$ cat src/rtl/cnt_snapshot_fifo_pkg.sv
// Shared constants and record types for the counter snapshot path.
// Holds the default widths, the buffer depth and the snapshot record layout.
package cnt_snapshot_fifo_pkg;

    localparam int CNT_W      = 64;
    localparam int EPOCH_W    = 16;
    localparam int SNAP_DEPTH = 4;

    // Snapshot record at the default widths; epoch sits above the count.
    typedef struct packed {
        logic [EPOCH_W-1:0] epoch;
        logic [CNT_W-1:0]   count;
    } snapshot_t;

    // Width of an occupancy count that can hold the value `depth`.
    function automatic int level_w(input int depth);
        return $clog2(depth) + 1;
    endfunction

endpackage

$ cat src/rtl/cnt_snapshot_fifo_sync_fifo.sv
// Single-clock FIFO with registered storage and an occupancy count.
// A push while full is accepted only when a pop happens in the same cycle.
module sync_fifo
    import cnt_snapshot_fifo_pkg::*;
#(
    parameter int WIDTH = EPOCH_W + CNT_W,
    parameter int DEPTH = SNAP_DEPTH
) (
    input  logic                      clk,
    input  logic                      nrst,
    input  logic                      push_i,
    input  logic                      pop_i,
    input  logic [WIDTH-1:0]          wdata_i,
    output logic [WIDTH-1:0]          rdata_o,
    output logic                      full_o,
    output logic                      empty_o,
    output logic [level_w(DEPTH)-1:0] level_o
);

    localparam int AW = $clog2(DEPTH);

    logic [WIDTH-1:0] mem_q [DEPTH];
    logic [AW-1:0]    wr_ptr_q, wr_ptr_d;
    logic [AW-1:0]    rd_ptr_q, rd_ptr_d;
    logic [AW:0]      level_q, level_d;
    logic             do_push, do_pop;

    assign full_o  = (level_q == (AW+1)'(DEPTH));
    assign empty_o = (level_q == '0);
    assign level_o = level_q;
    assign rdata_o = mem_q[rd_ptr_q];

    assign do_pop  = pop_i & ~empty_o;
    assign do_push = push_i & (~full_o | do_pop);

    // Pointers wrap on their own because DEPTH is a power of two.
    always_comb begin
        wr_ptr_d = wr_ptr_q;
        rd_ptr_d = rd_ptr_q;
        level_d  = level_q + (AW+1)'(do_push) - (AW+1)'(do_pop);
        if (do_push) wr_ptr_d = wr_ptr_q + AW'(1);
        if (do_pop)  rd_ptr_d = rd_ptr_q + AW'(1);
    end

    always_ff @(posedge clk) begin
        if (!nrst) begin
            wr_ptr_q <= '0;
            rd_ptr_q <= '0;
            level_q  <= '0;
        end else begin
            wr_ptr_q <= wr_ptr_d;
            rd_ptr_q <= rd_ptr_d;
            level_q  <= level_d;
        end
    end

    // NOTE: storage has no reset; an entry is only read after a push wrote it.
    always_ff @(posedge clk) begin
        if (do_push) mem_q[wr_ptr_q] <= wdata_i;
    end

endmodule

$ cat src/rtl/cnt_snapshot_fifo.sv
// Captures {epoch, counter} timestamps on trig into a small FIFO.
// The epoch counts counter wraps so the snapshot extends the counter width.
module cnt_snapshot_fifo
    import cnt_snapshot_fifo_pkg::*;
#(
    parameter int N     = CNT_W,
    parameter int E     = EPOCH_W,
    parameter int DEPTH = SNAP_DEPTH
) (
    input  logic                      clk,
    input  logic                      nrst,
    input  logic [N-1:0]              counter,
    input  logic                      cout,
    input  logic                      trig,
    output logic [E+N-1:0]            snap_data,
    output logic                      snap_valid,
    input  logic                      snap_ready,
    output logic [level_w(DEPTH)-1:0] level,
    output logic                      drop
);

    typedef struct packed {
        logic [E-1:0] epoch;
        logic [N-1:0] count;
    } snap_t;

    logic [E-1:0] epoch_q, epoch_d;
    logic         drop_q, drop_d;
    snap_t        capture;
    logic         full, empty, pop;

    assign snap_valid = ~empty;
    assign pop        = snap_valid & snap_ready;
    assign drop       = drop_q;

    // On the wrap cycle the counter already reads 0, so the epoch seen by
    // the capture must include this cycle's carry to stay monotonic.
    always_comb begin
        epoch_d       = epoch_q + E'(cout);
        capture.epoch = epoch_d;
        capture.count = counter;
        drop_d        = drop_q | (trig & full & ~pop);
    end

    // NOTE: sequential state is assigned with <= so all registers update together.
    always_ff @(posedge clk) begin
        if (!nrst) begin
            epoch_q <= '0;
            drop_q  <= 1'b0;
        end else begin
            epoch_q <= epoch_d;
            drop_q  <= drop_d;
        end
    end

    sync_fifo #(
        .WIDTH (E + N),
        .DEPTH (DEPTH)
    ) u_fifo (
        .clk     (clk),
        .nrst    (nrst),
        .push_i  (trig),
        .pop_i   (pop),
        .wdata_i (capture),
        .rdata_o (snap_data),
        .full_o  (full),
        .empty_o (empty),
        .level_o (level)
    );

endmodule

$ cat config.mk
export PLATFORM = sky130hd
export DESIGN_NAME = cnt_snapshot_fifo
export DESIGN_NICKNAME = d
export VERILOG_FILES = /design/src/rtl/cnt_snapshot_fifo_pkg.sv /design/src/rtl/cnt_snapshot_fifo_sync_fifo.sv /design/src/rtl/cnt_snapshot_fifo.sv
export SDC_FILE = /design/constraint.sdc
export NUM_CORES = 1
export LEC_CHECK = 0
export CORE_MARGIN = 1
export CORE_UTILIZATION = 45
export DETAILED_ROUTE_END_ITERATION = 7
export PLACE_DENSITY = 0.64
export RECOVER_POWER = 25
export SYNTH_ARGS = -nofsm -noshare
export SYNTH_HDL_FRONTEND = slang
export SYNTH_HIERARCHICAL = 1
export SYNTH_SLANG_ARGS = --single-unit
$ cat constraint.sdc
create_clock -name clk -period 3.9 [get_ports clk]
set_clock_uncertainty 0.05 [all_clocks]
set_input_delay 0.585 -clock clk [delete_from_list [all_inputs] [get_ports clk]]
set_output_delay 0.585 -clock clk [all_outputs]
set_load 0.05 [all_outputs]
==> After elaboration in Yosys (flattened, before gate mapping) <==
Memory sizes are Yosys's and may differ from the RTL's. A register that Yosys moved wholly into a read port is not among the register bits.
Index checks and enable logic that the tools add are counted.
{ "totals": {"elab_cells": 27, "reg_bits": 24, "ram_bits": 320, "n_memories": 1} }
{ "classes": {"n_reduce_logical": 1, "muxes": 4, "addsub": 5, "n_bitwise": 10, "n_eq_ne": 1} }
{ "mem_list": {"columns": ["memory", "depth", "word_bits", "read_ports", "rd_clocked_by_memory_dff", "write_ports", "line_no", "rtl"], "rows": [
  ["u_fifo.mem_q", 4, 80, 1, 1, 1, "cnt_snapshot_fifo_sync_fifo.sv:22", "logic [WIDTH-1:0] mem_q [DEPTH];"]
]} }
{ "op_table": {"columns": ["cell", "count"], "rows": [
  ["16-bit by 1-bit adder with 16-bit output", 1],
  ["1-bit bitwise AND", 5],
  ["2-bit by 1-bit adder with 2-bit output (second input constant)", 2],
  ["2-bit 2-to-1 mux", 2],
  ["3-bit by 1-bit adder with 3-bit output", 1],
  ["3-bit equality test (second input constant)", 1],
  ["3-bit zero test", 1],
  ["1-bit inverter", 3],
  ["3-bit by 1-bit subtractor with 3-bit output", 1],
  ["1-bit 2-to-1 mux", 2],
  ["1-bit bitwise OR", 2]
]} }

==> Depth between registers and ports, before layout <==
Gate-level depths: netlist of run 1.
{ "logic_depth": {"depth_word": 8, "mapped_depth": 10, "depth_no_buf": 10} }

==> Hierarchy <==
Netlist of run 1, hierarchy kept.
{ "by_module_without_submodules": {"columns": ["mod", "area_each_um2", "instances", "cells_each", "seq_area_each_um2"], "rows": [
  ["sync_fifo", 12106.6, 1, 465, 9789.4],
  ["cnt_snapshot_fifo", 979.7, 1, 103, 340.3]
]} }

==> Least setup slack after synthesis of run 1 <==
No wires, ideal clock.
{ "synth_path": {"path_kind": "register -> register", "from": "reg u_fifo.level_q[1] (netlist: u_fifo/level_o[1])", "to": "mem u_fifo/mem_q[2][0] in the netlist's numbering, enable pin", "required_time_ns": 3.403, "stages_incl_launch_ff": 6, "synth_period_minus_slack_ns": 3.855, "slack_ns": 0.045, "t_arrival_ns": 3.358, "path_cell_list": "dfxtp_1 nor3_1 nor2b_1 inv_1 a21boi_2 and2_1"} }
{ "synth_between": {"elab_chain_cells": 8, "elab_cells_between_ends": 10} }
{ "synth_lines": {"columns": ["element", "line_no", "rtl"], "rows": [
  ["from (decl)", "cnt_snapshot_fifo_sync_fifo.sv:25", "logic [AW:0] level_q, level_d;"],
  ["from (signal assigned)", "cnt_snapshot_fifo_sync_fifo.sv:53", "level_q <= level_d;"],
  ["3-bit zero test", "cnt_snapshot_fifo_sync_fifo.sv:29", "assign empty_o = (level_q == '0);"],
  ["named net empty", "cnt_snapshot_fifo.sv:30", "logic full, empty, pop;"],
  ["1-bit inverter", "cnt_snapshot_fifo.sv:32", "assign snap_valid = ~empty;"],
  ["1-bit bitwise AND", "cnt_snapshot_fifo.sv:33", "assign pop = snap_valid & snap_ready;"],
  ["named net pop", "cnt_snapshot_fifo.sv:30", null],
  ["1-bit bitwise AND", "cnt_snapshot_fifo_sync_fifo.sv:33", "assign do_pop = pop_i & ~empty_o;"],
  ["1-bit bitwise OR", "cnt_snapshot_fifo_sync_fifo.sv:34", "assign do_push = push_i & (~full_o | do_pop);"],
  ["1-bit bitwise AND", "cnt_snapshot_fifo_sync_fifo.sv:34", null],
  ["1-bit 2-to-1 mux", "cnt_snapshot_fifo_sync_fifo.sv:59", "if (do_push) mem_q[wr_ptr_q] <= wdata_i;"],
  ["1-bit 2-to-1 mux (not written as such)", "cnt_snapshot_fifo_sync_fifo.sv:59", null],
  ["to (decl)", "cnt_snapshot_fifo_sync_fifo.sv:22", null]
]} }
The timed path passes the listed nets, and every way through them passes these cells.

==> impl_metrics.json, run 1 <==
{
  "status": "finished clean",
  "drive_gt1_share_pct": 21.2,
  "layout_common_cells": "edfxtp_1, clkdlybuf4s50_1, mux4_2",
  "crit_type": "reg -> out",
  "gp_routability_congestion": 0.756,
  "synth-edff-count": 320,
  "htree_levels": 2,
  "p_seq_share_pct": 42.0,
  "cts_tree": "done",
  "worst_setup_path_start_kind": "flip-flop",
  "portBuffers": 153,
  "p_sw_mw": 3.34,
  "setup_viol": 0,
  "hold_class": "reg -> reg",
  "clock.fmax_ghz": 0.298,
  "yosys.area.top_type_share_pct": 73.4,
  "cts_resized": 0,
  "core_area_um2": 28600,
  "grt_busiest_layer": "met2",
  "clk_latency_ns": 0.51,
  "clock_sinks": 346,
  "syn_area_per_cell_um2": 23.0,
  "antenna_found_initial": 2,
  "numCtsBuffers": 38,
  "rsz0062_at_grt": "false",
  "wire_per_inst_um": 20.4,
  "synth.largest_area_cell": "edfxtp_1",
  "seq_area_frac_synth_pct": 77.4,
  "cts_setup_buffers": 0,
  "worst_ep_required_time_ns": 3.26,
  "areaGrowthSynthToFinish_pct": 23.9,
  "drt_first_pass_iters": 4,
  "clk_path_buf_depth": 3,
  "cts-root-buf": "clkbuf_16",
  "ys.flop_type": "edfxtp_1",
  "intPower_mw": 7.59,
  "combPwrFrac_pct": 27.6,
  "period_share_pct": 86.1,
  "synth_nets": 646,
  "met3_usage_pct": 3.87,
  "hold_buffers": 0,
  "grt_pass1_vias": 6644,
  "layout_commonest_cell": "edfxtp_1",
  "final_cell_area_um2": 16200,
  "synth_area_um2": 13100,
  "power_frac_clock_pct": 30.4,
  "die_area_um2": 29800,
  "rows": 62,
  "cp_data_arrival_time_ns": 2.72,
  "die_w_um": 173,
  "synth_cells": 568,
  "dieHeight_um": 173,
  "cellPowerDensity_nw_per_um2": 674,
  "ios": 154,
  "drt_iter0_markers": 409,
  "drv_slew": 0,
  "grt_usage_pct": 16.3,
  "crit_path_end_kind": "output port",
  "dpl.hpwl_um": 13900,
  "yosys_warnings": 6,
  "grt_start_max_net_pins": 81,
  "dp_cells": 1093,
  "hold_viol": 0,
  "hp-start": "drop$_SDFF_PN0_",
  "postRouteAntennaNets": 0,
  "via_per_inst": 5.20,
  "slew-limit-headroom_pct": 36.5,
  "setup_ws_ns": 0.540,
  "nNetsFinal": 827,
  "vias": 6033,
  "routed_wl_um": 23700,
  "grt_overflow_total": 0,
  "route.detailed.drc": 0,
  "start_util_pct": 45.7,
  "cp_max_fo": 18,
  "yosysUniqueCellTypes": 40,
  "synth.area.top_cells": "edfxtp_1, mux4_2, dfxtp_1",
  "fin_tns_setup_ns": 0,
  "reg2reg_from": "u_fifo/level_o[1]$_SDFF_PN0_",
  "grtUsageMet1_pct": 22.0,
  "clk_pin_slew_worst_paths_ns": 0.06,
  "worst_slew_pin_slew_ns": 0.949,
  "synth-seq-cells": 346,
  "final_cells": 1160,
  "place_ws_ns": 0.999,
  "leakagePower_nw": 5.23,
  "async_flop_share_pct": 0,
  "cap_violations": 0,
  "grt_first_pass_wirelength_um": 37300,
  "detailed_place.area_um2": 15000,
  "period_needed_ns": 3.36,
  "max-vdd-ir-drop_mv": 0.582,
  "switching_share_pct": 30.6,
  "met2_usage_pct": 26.8
}
-- Yosys cell counts (2+ instances only) --
master,instances
xnor2_1,7
nand2_1,21
inv_1,8
xor2_1,7
o21ai_0,3
mux2i_1,9
nand3_2,2
nand4_1,3
or3_1,4
buf_2,8
nand3_1,2
nor4_4,3
and2_1,15
a21oi_1,4
nor3_2,3
dfxtp_1,26
clkbuf_1,3
buf_12,8
ha_1,8
nand2b_1,6
edfxtp_1,320
mux4_2,80
-- worst paths after layout --
check	slack, ns	to	cells past startpoint
setup / recovery	0.54	snap_data[44]	3
hold / removal	0.42	drop$_SDFF_PN0_	1
setup reg to reg	1.38	u_fifo/level_o[2]$_SDFF_PN0_	10
hold reg to reg	0.42	drop$_SDFF_PN0_	1
-- critical path, stage by stage (launching register included) --
cell and delay, ns:
dfxtp_4 0.58, buf_4 0.36, mux4_2 0.55, clkdlybuf4s50_1 0.72
-- final cells by class --
type	instances	area, um2
Antenna cell	1	2.50
Clock buffer	46	1020
Clock inverter	20	150
Fill cell	2117	12400
Inverter	8	30.0
Multi-Input combinational cell	193	2710
Sequential cell	346	10100
Tap cell	384	480
Timing Repair Buffer	162	1690
-- sequential cells by signal (all words and copies together) (netlist names), named ones only --
name             cells
drop                 1
epoch_q             16
u_fifo/level_o       3
u_fifo/mem_q       320
u_fifo/rd_ptr_q      2
u_fifo/wr_ptr_q      2
-- power by group through the flow --
stage	Combinational, mW	Sequential [mW]	Clock, mW
detailed placement	3.07	4.67	0
CTS	3.08	4.60	3.41
global placement	3.05	4.64	0
global route	3.16	4.62	3.57
floorplan	2.17	4.66	0
finish	3.02	4.59	3.32
-- logic make-up (layout without fill, tap and decap cells) --
logic type                 after synthesis  after routing  share of synthesized area, %
adders and majority gates                9              9                         0.918
other                                    0              1                             0
xor gates and xnor gates                14             14                         0.937
AOI/OAI and AO/OA                       13             13                         0.688
DFF                                    346            346                          77.4
muxes                                   89             89                          14.5
buffers and inverters                   29            236                          1.96
and+or+nand+nor                         68             68                          3.63
-- through the flow --
| stage | power (mW) | util, % | hold WS (ns) |
|---|---|---|---|
| after floorplan | 6.83 | - | 0.404 |
| after global placement | 7.69 | 52.6 | 0.407 |
| after detailed placement | 7.74 | 52.6 | 0.409 |
| after CTS | 11.1 | 56.7 | 0.428 |
| after global routing | 11.3 | 56.7 | 0.463 |
| final | 10.9 | 56.7 | 0.418 |
-- layer usage --
layer | up-vias | wire [um]
met4 | 2 | 327
met2 | 161 | 11600
met3 | 34 | 1290
li1 | 2707 | -
met5 | - | 10
met1 | 3129 | 10400
Note: power is estimated with default switching activity, not from simulation.
==> run 2: changes to the inputs <==
ABC_AREA = 1   (was unset)
==> run 2 against run 1 <==
  * First-iteration DRC count increased by 29%
  * Worst hold slack improved by 0.020 ns
  * Wire length increased by 17%
  * Sequential cell count unchanged
  * Die area increased by 1.2%
  * Critical endpoint is now snap_data[78]
  * Critical path type unchanged
  * Setup slack got worse by 0.12 ns
  * Sequential share of layout area decreased by 1.4 points
==> impl_metrics.json, run 2 <==
{
  "multi_input_area_um2": 2680,
  "die_area_um2": 30100,
  "htree_levels": 2,
  "hold_buffers": 0,
  "max_stage_delay_ns": 0.84,
  "rows": 62,
  "fin_tns_setup_ns": 0,
  "syn_area_per_cell_um2": 13.5,
  "crit_path_end_kind": "output port",
  "yosys.area.top_type_share_pct": 72.6,
  "hold_class": "reg -> reg",
  "portBuffers": 153,
  "numCtsBuffers": 36,
  "slew-limit-headroom_pct": 44.6,
  "cts_setup_buffers": 0,
  "status": "finished clean",
  "core_area_um2": 28900,
  "dieHeight_um": 174,
  "leakagePower_nw": 5.72,
  "nNetsFinal": 1223,
  "yosysMostFrequentCell": "edfxtp_1",
  "ys.flop_type": "edfxtp_1",
  "drt_iter0_markers": 526,
  "route.detailed.drc": 0,
  "drt_first_pass_iters": 5,
  "ios": 154,
  "grt_overflow_total": 0,
  "yosys_warnings": 6,
  "critical_path.cell_chain": "buf_12 -> o21ai_0 -> o22ai_1 -> clkdlybuf4s50_1",
  "p_total_mw": 11.5,
  "gp_routability_congestion": 0.767,
  "worst_ep_required_time_ns": 3.26,
  "dp_cells": 1491,
  "start_util_pct": 45.9,
  "routed_wl_um": 27700,
  "synth_cells": 980,
  "seq_area_frac_synth_pct": 76.5,
  "grt_first_pass_wirelength_um": 43500,
  "drv_slew": 0,
  "synth_nets": 1058,
  "synth-edff-count": 320,
  "seqCellArea_um2": 10100,
  "yosysUniqueCellTypes": 31,
  "cts_tree": "done",
  "synth-seq-cells": 346,
  "nFillCells": 2332,
  "regMostFlops": "u_fifo/mem_q",
  "clk_latency_ns": 0.52,
  "cts_resized": 0,
  "synth.largest_area_cell": "edfxtp_1",
  "die_w_um": 174,
  "wire_per_inst_um": 17.8,
  "period_needed_ns": 3.48,
  "layout_common_cells": "edfxtp_1, nor2_1, o21ai_0",
  "areaGrowthSynthToFinish_pct": 25.2,
  "grt_pass1_vias": 7989,
  "worst_setup_path_start_kind": "flip-flop",
  "max-vdd-ir-drop_mv": 0.701,
  "cp_max_fo": 160,
  "grt_start_max_net_pins": 161,
  "clk_path_buf_depth": 3,
  "postRouteAntennaNets": 0,
  "clk_pin_slew_worst_paths_ns": 0.06,
  "largest_register_ffs": 320,
  "worst_slew_pin_slew_ns": 0.831,
  "cellPowerDensity_nw_per_um2": 692,
  "utilization_pct": 57.5,
  "cap_violations": 0,
  "yosys-top-cells-count": "edfxtp_1, nor2_1, o21ai_0",
  "cts-root-buf": "clkbuf_16",
  "synth.area.top_cells": "edfxtp_1, o21ai_0, nor2_1",
  "rsz0062_at_grt": "false",
  "antenna_found_initial": 0,
  "clock.fmax_ghz": 0.287,
  "layout_commonest_cell": "edfxtp_1",
  "via_per_inst": 5.21,
  "clock_sinks": 346,
  "grt_usage_pct": 18.6,
  "hold_viol": 0,
  "vias": 8118,
  "cp_data_arrival_time_ns": 2.85,
  "setup_viol": 0,
  "synth_area_um2": 13200,
  "dpl.hpwl_um": 16200,
  "period_share_pct": 89.3,
  "final_cells": 1558,
  "critPathSlowestCell": "clkdlybuf4s50_1",
  "drive_gt1_share_pct": 8.18,
  "crit_type": "reg -> out",
  "async_flop_share_pct": 0
}
-- run 2: changes by cell type after synthesis, sizes merged, moves of 13 or more --
cell	before	now
o22ai	0	80
and2	15	2
nor2	1	193
inv	8	41
nand2	21	53
o21ai	4	161
mux4	80	0
clkbuf	3	39
-- run 2: cells by family after synthesis --
kind of cell               count (synthesis)  share of synthesized area, %
and+or+nand+nor                          271                          8.26
adders and majority gates                  9                         0.907
buffers and inverters                     94                          3.49
AOI/OAI and AO/OA                        255                          10.4
xor gates and xnor gates                   5                         0.444
DFF                                      346                          76.5
-- run 2: where the power goes --
part / switching (mW) / internal [mW]
registers: 0.0880 / 4.41
logic: 2.43 / 1.04
clock network: 1.34 / 2.17
-- run 2: critical path, delay by kind of cell, from the launching register on --
family                 cells  cell delay, ns
flip-flops                 1            0.38
buffers and inverters      2            1.21
AO/OA/AOI/OAI              2            0.47
-- run 2: through the flow --
stage                     hold WS [ns]  setup slack, ns  area, um2
after floorplan                  0.411           -0.223      13300
after global placement           0.422            0.780      15400
after detailed placement         0.430            0.733      15400
after CTS                        0.438            0.420      16600
after global routing             0.466            0.318      16600
final                            0.438            0.417      16600
-- run 2: worst paths after layout --
check / slack [ns] / startpoint / cells past startpoint / end
setup / recovery: 0.42 / flip-flop / 4 / snap_data[78]
hold / removal: 0.44 / epoch_q[15]$_SDFF_PN0_ / 2 / epoch_q[15]$_SDFF_PN0_
setup reg to reg: 1.18 / u_fifo/level_o[2]$_SDFF_PN0_ / 9 / u_fifo/mem_q[0][12]$_DFFE_PP_
hold reg to reg: 0.44 / epoch_q[15]$_SDFF_PN0_ / 2 / epoch_q[15]$_SDFF_PN0_
-- run 2: per-layer routing --
metal / vias up / GRT usage, % / part of all wire (%)
met4: 0 / 5.60 / 2.1
met3: 47 / 3.07 / 4.9
met5: - / 0 / 0
met1: 3958 / 24.7 / 44
li1: 3924 / - / -
met2: 189 / 31.5 / 49
-- run 2: layout make-up --
type | instances | share of cell area [%]
clock buffer | 45 | 5.88
timing repair buffer | 180 | 11.4
antenna | 1 | 0.0151
sequential | 346 | 61.1
inverter | 41 | 0.958
multi-input combinational | 540 | 16.2
clock inverter | 21 | 1.53
tap | 384 | 2.90
==> run 3: changes to the inputs <==
clock period = 4.12 ns   (was 3.9 ns; I/O delays follow)
==> run 3 against run 2 <==
  * Non-clock buffer count down 5
  * Cell count down 0.19%
  * Global-route usage down 0.27 points
  * Combinational power down 6.1%
  * Core utilization down 0.44 points
  * Worst hold slack worse by 0.0077 ns
  * Cell area down 0.77%
  * Total power down 6.4%
  * Sequential power down 5.3%
  * Count of clock-buffer cells in the layout up 4
  * Critical path depth unchanged
  * Sequential cell count unchanged
  * Critical endpoint is now snap_data[75]
==> impl_metrics.json, run 3 (synthesis gave the netlist of run 2 again) <==
{
  "portBuffers": 153,
  "intPower_mw": 7.08,
  "crit_end": "snap_data[75]",
  "routed_wl_um": 27500,
  "leakagePower_nw": 5.65,
  "layout_common_cells": "edfxtp_1, nor2_1, o21ai_0",
  "drv_slew": 0,
  "postRouteAntennaNets": 0,
  "cts-root-buf": "clkbuf_16",
  "worst_slew_pin_slew_ns": 0.885,
  "layout_commonest_cell": "edfxtp_1",
  "path_buf_inv": 2,
  "clk_latency_ns": 0.51,
  "reg2reg_from": "u_fifo/level_o[2]$_SDFF_PN0_",
  "max-vdd-ir-drop_mv": 0.400,
  "p_sw_mw": 3.67,
  "clk_pin_slew_worst_paths_ns": 0.05,
  "largest_register_ffs": 320,
  "critical_path.cell_chain": "buf_12 -> o21ai_0 -> o22ai_1 -> clkdlybuf4s50_1",
  "wire_per_inst_um": 17.7,
  "gp_routability_congestion": 0.753,
  "utilization_pct": 57.0,
  "drt_first_pass_iters": 4,
  "place_ws_ns": 0.935,
  "clock_sinks": 346,
  "grt_first_pass_wirelength_um": 43000,
  "dpl.hpwl_um": 15400,
  "areaGrowthSynthToFinish_pct": 24.3,
  "cap_violations": 0,
  "combPwrFrac_pct": 30.4,
  "clock.fmax_ghz": 0.279,
  "cts_setup_buffers": 0,
  "cp_num_cells": 4,
  "p_seq_share_pct": 39.7,
  "dieHeight_um": 174,
  "slew-limit-headroom_pct": 41.0,
  "grt_usage_pct": 18.3,
  "die_w_um": 174,
  "htree_levels": 2,
  "hold_buffers": 0,
  "switching_share_pct": 34.1,
  "final_cell_area_um2": 16500,
  "core_area_um2": 28900,
  "die_area_um2": 30100,
  "grt_overflow_total": 0,
  "start_util_pct": 45.9,
  "rows": 62,
  "period_share_pct": 86.9,
  "ios": 154,
  "drt_iter0_markers": 520,
  "hold_class": "reg -> reg",
  "vias": 8030,
  "rsz0062_at_grt": "false",
  "period_needed_ns": 3.58,
  "cts_tree": "done",
  "cellPowerDensity_nw_per_um2": 653,
  "cp_data_arrival_time_ns": 2.91,
  "power_frac_clock_pct": 30.0,
  "setup_ws_ns": 0.540,
  "critPathSlowestCell": "clkdlybuf4s50_1",
  "status": "finished clean",
  "hold_viol": 0,
  "rr_worst_depth": 9,
  "crit_type": "reg -> out",
  "antenna_found_initial": 1,
  "reg2reg_to": "u_fifo/mem_q[0][40]$_DFFE_PP_",
  "max_stage_delay_ns": 0.86,
  "grt_pass1_vias": 7904,
  "drive_gt1_share_pct": 7.86,
  "cts_resized": 0,
  "setup_viol": 0,
  "route.detailed.drc": 0,
  "grt_start_max_net_pins": 161,
  "via_per_inst": 5.16,
  "critPathTopFamily": "buffers and inverters",
  "numCtsBuffers": 37,
  "regMostFlops": "u_fifo/mem_q",
  "hold_ws_ns": 0.431,
  "crit_path_end_kind": "output port",
  "p_total_mw": 10.7,
  "clk_path_buf_depth": 3,
  "detailed_place.area_um2": 15300,
  "cp_max_fo": 160,
  "nNetsFinal": 1219,
  "r2r_slack_ns": 1.37,
  "worst_setup_path_start_kind": "flip-flop",
  "worst_ep_required_time_ns": 3.45
}
==> run 3: cell count changes in the layout (fill, tap and decap cells not counted) <==
cell | previous run | this run
inv_6 | 3 | 2
bufinv_16 | 6 | 3
clkinv_1 | 9 | 6
clkbuf_16 | 37 | 39
buf_4 | 14 | 13
buf_12 | 13 | 9
clkinvlp_4 | 1 | 4
clkbuf_8 | 2 | 0
clkinv_2 | 3 | 5
clkbuf_1 | 6 | 10
==> run 3: worst min path at each step <==
stage,endpoint,cells past startpoint,start
4_1_cts,drop$_SDFF_PN0_,2,drop$_SDFF_PN0_
6_report,drop$_SDFF_PN0_,2,drop$_SDFF_PN0_
3_3_place_gp,drop$_SDFF_PN0_,2,drop$_SDFF_PN0_
2_1_floorplan,epoch_q[15]$_SDFF_PN0_,2,epoch_q[15]$_SDFF_PN0_
5_1_grt,epoch_q[15]$_SDFF_PN0_,2,epoch_q[15]$_SDFF_PN0_
3_5_place_dp,drop$_SDFF_PN0_,2,drop$_SDFF_PN0_
==> run 3: layer usage <==
layer | part of all wire, % | global-route usage (%) | routed length, um
met4 | 2.2 | 5.90 | 608
met1 | 43 | 23.6 | 11800
met2 | 50 | 31.8 | 13800
met5 | 0 | 0 | 0
met3 | 4.7 | 2.98 | 1300
==> run 3: through the flow <==
step / TNS (ns) / instances
global placement: 0 / 1486
global route: 0 / 1554
detailed placement: 0 / 1486
floorplan: -415.92 / 980
CTS: 0 / 1554
finish: 0 / 1555
==> run 3: worst min-delay path: stages, from the launching register on <==
cell and delay (ns):
dfxtp_1 0.33, nor2_1 0.05, nor2_1 0.07
==> run 3: cell type report <==
class	count	area, um2
tap	384	480
multi-input combinational	540	2680
fill	2389	12400
sequential	346	10100
inverter	41	159
timing repair buffer	175	1810
clock inverter	19	176
clock buffer	49	1010
antenna	1	2.50
==> run 3: power by group through the flow <==
stage               Combinational, mW  Clock, mW  Sequential, mW
global route                     3.46       3.41            4.28
finish                           3.26       3.22            4.26
global placement                 3.29          0            4.33
floorplan                        2.17          0            4.39
detailed placement               3.31          0            4.34
CTS                              3.32       3.28            4.26
